## src/rtl/cfg_logic_cluster.sv

```systemverilog
// rtl/cfg_logic_cluster.sv - cluster of K-input LUT logic elements configured through a serial scan chain
// Outputs are held at 0 until a complete frame has been shifted in and the load has closed.
module cfg_logic_cluster #(
  parameter int K      = 5,
  parameter int NUM_LE = 4
) (
  input  logic                  clock,
  input  logic                  reset_n,
  input  logic                  cfg_en,
  input  logic                  cfg_in,
  output logic                  cfg_out,
  input  logic                  ce,
  input  logic [NUM_LE*K-1:0]   le_in,
  output logic [NUM_LE-1:0]     le_out,
  output logic                  cfg_done,
  output logic                  cfg_err
);

  localparam int T        = 2 ** K;
  localparam int F        = T + 1;
  localparam int CFG_BITS = NUM_LE * F;
  localparam int CW       = $clog2(CFG_BITS + 1);

  typedef enum logic [1:0] {
    UNCONF  = 2'd0,
    LOADING = 2'd1,
    ACTIVE  = 2'd2
  } state_t;

  state_t                state;
  logic [CW-1:0]         count;
  logic [CFG_BITS-1:0]   chain;

  // New bits enter at the top, so the first bit shifted lands in chain[0].
  always_ff @(posedge clock or negedge reset_n) begin
    if (!reset_n) begin
      chain <= '0;
    end else if (cfg_en) begin
      chain <= {cfg_in, chain[CFG_BITS-1:1]};
    end
  end

  assign cfg_out = chain[0];

  // cfg_done is a registered copy of (state == ACTIVE).
  always_ff @(posedge clock or negedge reset_n) begin
    if (!reset_n) begin
      state    <= UNCONF;
      count    <= '0;
      cfg_done <= 1'b0;
      cfg_err  <= 1'b0;
    end else if (cfg_en) begin
      state    <= LOADING;
      cfg_done <= 1'b0;
      if (state != LOADING) begin
        count <= CW'(1);
      end else if (count != CW'(CFG_BITS)) begin
        count <= count + CW'(1);
      end
    end else if (state == LOADING) begin
      if (count == CW'(CFG_BITS)) begin
        state    <= ACTIVE;
        cfg_done <= 1'b1;
        cfg_err  <= 1'b0;
      end else begin
        state    <= UNCONF;
        cfg_err  <= 1'b1;
      end
    end
  end

  for (genvar i = 0; i < NUM_LE; i++) begin : g_le
    logic [T-1:0] table_bits;
    logic         lut;
    logic         sel;
    logic         q;

    assign table_bits = chain[i*F +: T];
    assign lut        = table_bits[le_in[i*K +: K]];
    assign sel        = chain[i*F + T];

    // q survives reconfiguration so a registered LE resumes its old value.
    always_ff @(posedge clock or negedge reset_n) begin
      if (!reset_n) begin
        q <= 1'b0;
      end else if (cfg_done && ce) begin
        q <= lut;
      end
    end

    assign le_out[i] = cfg_done & (sel ? q : lut);
  end

endmodule

```

## config.mk

```make
export PLATFORM = sky130hd
export DESIGN_NAME = cfg_logic_cluster
export DESIGN_NICKNAME = d
export VERILOG_FILES = /design/src/rtl/cfg_logic_cluster.sv
export SDC_FILE = /design/constraint.sdc
export NUM_CORES = 1
export LEC_CHECK = 0
export CAP_MARGIN = 20
export CORE_ASPECT_RATIO = 0.8
export CORE_MARGIN = 2
export CORE_UTILIZATION = 60
export DETAILED_ROUTE_END_ITERATION = 7
export GPL_TIMING_DRIVEN = 0
export PLACE_DENSITY = 0.84
export SLEW_MARGIN = 10
export SYNTH_ARGS = -nofsm -noshare
export SYNTH_HDL_FRONTEND = slang
export SYNTH_SLANG_ARGS = --single-unit
```

## constraint.sdc

```tcl
create_clock -name clock -period 1.9 [get_ports clock]
set_input_delay 0.38 -clock clock [delete_from_list [all_inputs] [get_ports clock]]
set_output_delay 0.38 -clock clock [all_outputs]
set_load 0.01 [all_outputs]
```

==> impl_metrics.py <==
metrics = {
    "route": {
        "first_iter_violations": 324,
        "wire_per_inst_um": 17.7,
        "drc": 0,
        "vias": 4421,
        "wirelength_um": 13400,
        "antenna_left": 0,
        "viasPerCell": 5.86,
        "drt_first_pass_iters": 5,
    },
    "floorplanning": {
        "initial_utilization_pct": 60.8,
        "fp-row-count": 35,
        "ioPinCount": 32,
        "die_w_um": 124,
        "die_h_um": 100,
        "fp.dieArea_um2": 12400,
        "coreArea_um2": 11400,
    },
    "sta": {
        "rsz0062_at_grt": "yes",
        "timing.final.crit_share_pct": 113,
        "setup_slack_ps": -253,
        "report.final.slew_viol_count": 0,
        "timing.hold.ws_ps": -5.76,
        "worst_pin_slew_ps": 705,
        "setup_viol": 4,
        "skew_ps": 6.69,
        "hold_violations": 2,
        "post-route-min-period_ps": 2150,
        "maxSlewHeadroom_pct": 53.0,
        "max_freq_ghz": 0.464,
    },
    "grt": {
        "grt_pass1_wl_um": 22300,
        "grt_max_degree": 78,
        "grt_usage_pct": 23.2,
        "grt_overflow": 0,
        "grt_antenna_before_repair": 0,
        "grt_pass1_vias": 4678,
    },
    "finish": {
        "layout.nets": 621,
        "area_growth_pct": 17.2,
        "drive_gt1_share_pct": 36.6,
        "antennaDiodeCount": 0,
        "fin_cells": 755,
    },
    "critical_path": {
        "cp.required_ps": 1520,
        "crit_path_end_kind": "output port",
        "crit_fanout": 4,
        "crit_family": "compound AO/OA/AOI/OAI gates",
        "slowest_delay_ps": 260,
        "crit_path_top_delay_cell": "a22o_1",
        "start_kind": "input pin",
        "cp-startpoint": "le_in[2]",
        "critPathBufInv": 2,
        "r2r_start": "count[0]",
        "worstSetupPathType": "input pin to output port",
        "worstPathArrival_ps": 1770,
        "path_cells": "clkdlybuf4s15_1 > and2_4 > a22o_1 > a2111oi_4 > a22oi_2 > a31oi_2 > buf_2",
    },
    "synth": {
        "synth_top_cell_area_share_pct": 53.5,
        "synth.avg_cell_area_um2": 12.9,
        "synth_cell_types": 34,
        "synth_top_area_cell": "dfrtp_1",
        "ys.flop_type": "dfrtp_1",
        "synth.area.top_cells": "dfrtp_1 (54%), mux2_2 (21%), mux2i_1 (9.3%)",
        "yosysSeqAreaShare_pct": 53.5,
        "ys_async_sr_fraction_pct": 100,
        "ys_warn_count": 0,
        "yosysMostFrequentCell": "dfrtp_1",
        "synthCells": 537,
        "synth_edf_count": 0,
        "yosys-top-cells-count": "dfrtp_1 (148), mux2_2 (128), mux2i_1 (64)",
        "synth_nets": 564,
        "yosys_register_bits": 148,
        "syn-cell-area_um2": 6920,
    },
    "worst_hold_path": {
        "hp-class": "input pin to async pin",
    },
    "place": {
        "portBuffers": 27,
        "dpl_worst_slack_ps": -1050,
        "gp_congestion": 0.828,
        "placed_cells": 713,
        "hpwl_um": 8690,
    },
    "clocking": {
        "cts_hold_repair.buffers": 0,
        "cts_tree": "done",
        "cts_buffers": 17,
        "clockRootBuffer": "clkbuf_16",
        "htree_levels": 4,
        "clkTransAtPathRegs_ps": 60,
        "cts_buffer_depth": 2,
        "clkSinkCount": 148,
        "clock_latency_ps": 420,
    },
    "run": {
        "drv_cap": 0,
    },
    "power_and_ir_drop": {
        "power.density_nw_per_um2": 1020,
        "p_leak_nw": 3.93,
        "ir_worst_vdd_mv": 0.655,
        "power.total_mw": 8.30,
    },
    "run_status": {
        "status": "finished, violations left",
        "violations": "hold timing, setup timing",
    },
}
==> layer usage <==
metal  up-vias  wire, um  global-route usage (%)
li1       2067         -                       -
met1      2255      6160                    31.5
met2        82      6490                    36.8
met4         0       172                    7.78
met5         -         0                       0
met3        17       540                    5.68
==> registers in the layout (all words and copies together) (netlist names) <==
name      cells
g_le.q        4
chain       132
cfg_done      1
count         8
state         2
cfg_err       1
==> report_power, final <==
part	total, mW	internal [mW]	leakage (nW)	switching (mW)
registers	3.93	3.60	2.00	0.333
logic	1.19	0.665	1.67	0.520
clock network	3.18	1.87	0.266	1.31
==> final timing paths <==
path | cells past startpoint | endpoint | slack (ps)
max | 7 | le_out[0] | -250
min | 1 | chain[114] | -6
max reg2reg | 7 | count[0] | 240
min reg2reg | 2 | g_le[2].q | 490
max in group asynchronous | 2 | chain[57] | 1100
min in group clock | 2 | g_le[2].q | 490
==> repair_timing <==
item / 4_1_cts / 5_1_grt
setup endpoints to repair: 5 / 105
pin swaps: 19 / 9
resized for setup: 55 / 8
buffers inserted: 9 / 1
==> layout make-up <==
class	instances	area, um2
Inverter	9	33.8
Sequential cell	148	3700
Buffer	24	155
Timing Repair Buffer	38	334
Clock buffer	21	460
Multi-Input combinational cell	356	3130
Fill cell	778	3280
Tap cell	148	185
Clock inverter	11	101
==> through the flow <==
stage	area [um2]	hold slack, ps	utilization, %	setup TNS [ps]
after global placement	7380	459	64.8	-780610
after floorplan	6930	84.4	-	0
final	8110	-5.76	71.2	-727
after global routing	8110	67.2	71.2	-1010
after detailed placement	7410	461	65.1	-47910
after CTS	8070	17.1	70.9	-695
==> cells by family after synthesis <==
group / share of synthesized area, %
compound gates: 6.35
buf+inv: 2.71
simple gates: 6.74
fa+ha+maj: 0.361
xor+xnor: 0.253
flops: 53.5
mux: 30.1
==> worst reg2reg max path: cells and delay by family (launching register included) <==
kind            cells  cell delay (ps)
compound gates      1              120
fa+ha+maj           1              160
buf+inv             1              100
flops               1              390
simple gates        4              810
==> cell usage in the layout (no fill, tap or decap), drive strengths merged, types with 15 or more instances in the layout <==
master,instances
dfrtp,148
mux2,128
mux2i,64
buf,38
nand2,35
a21oi,25
clkbuf,23
nand3,17
o21ai,17
a22oi,15
(Power assumes the default switching activity.)
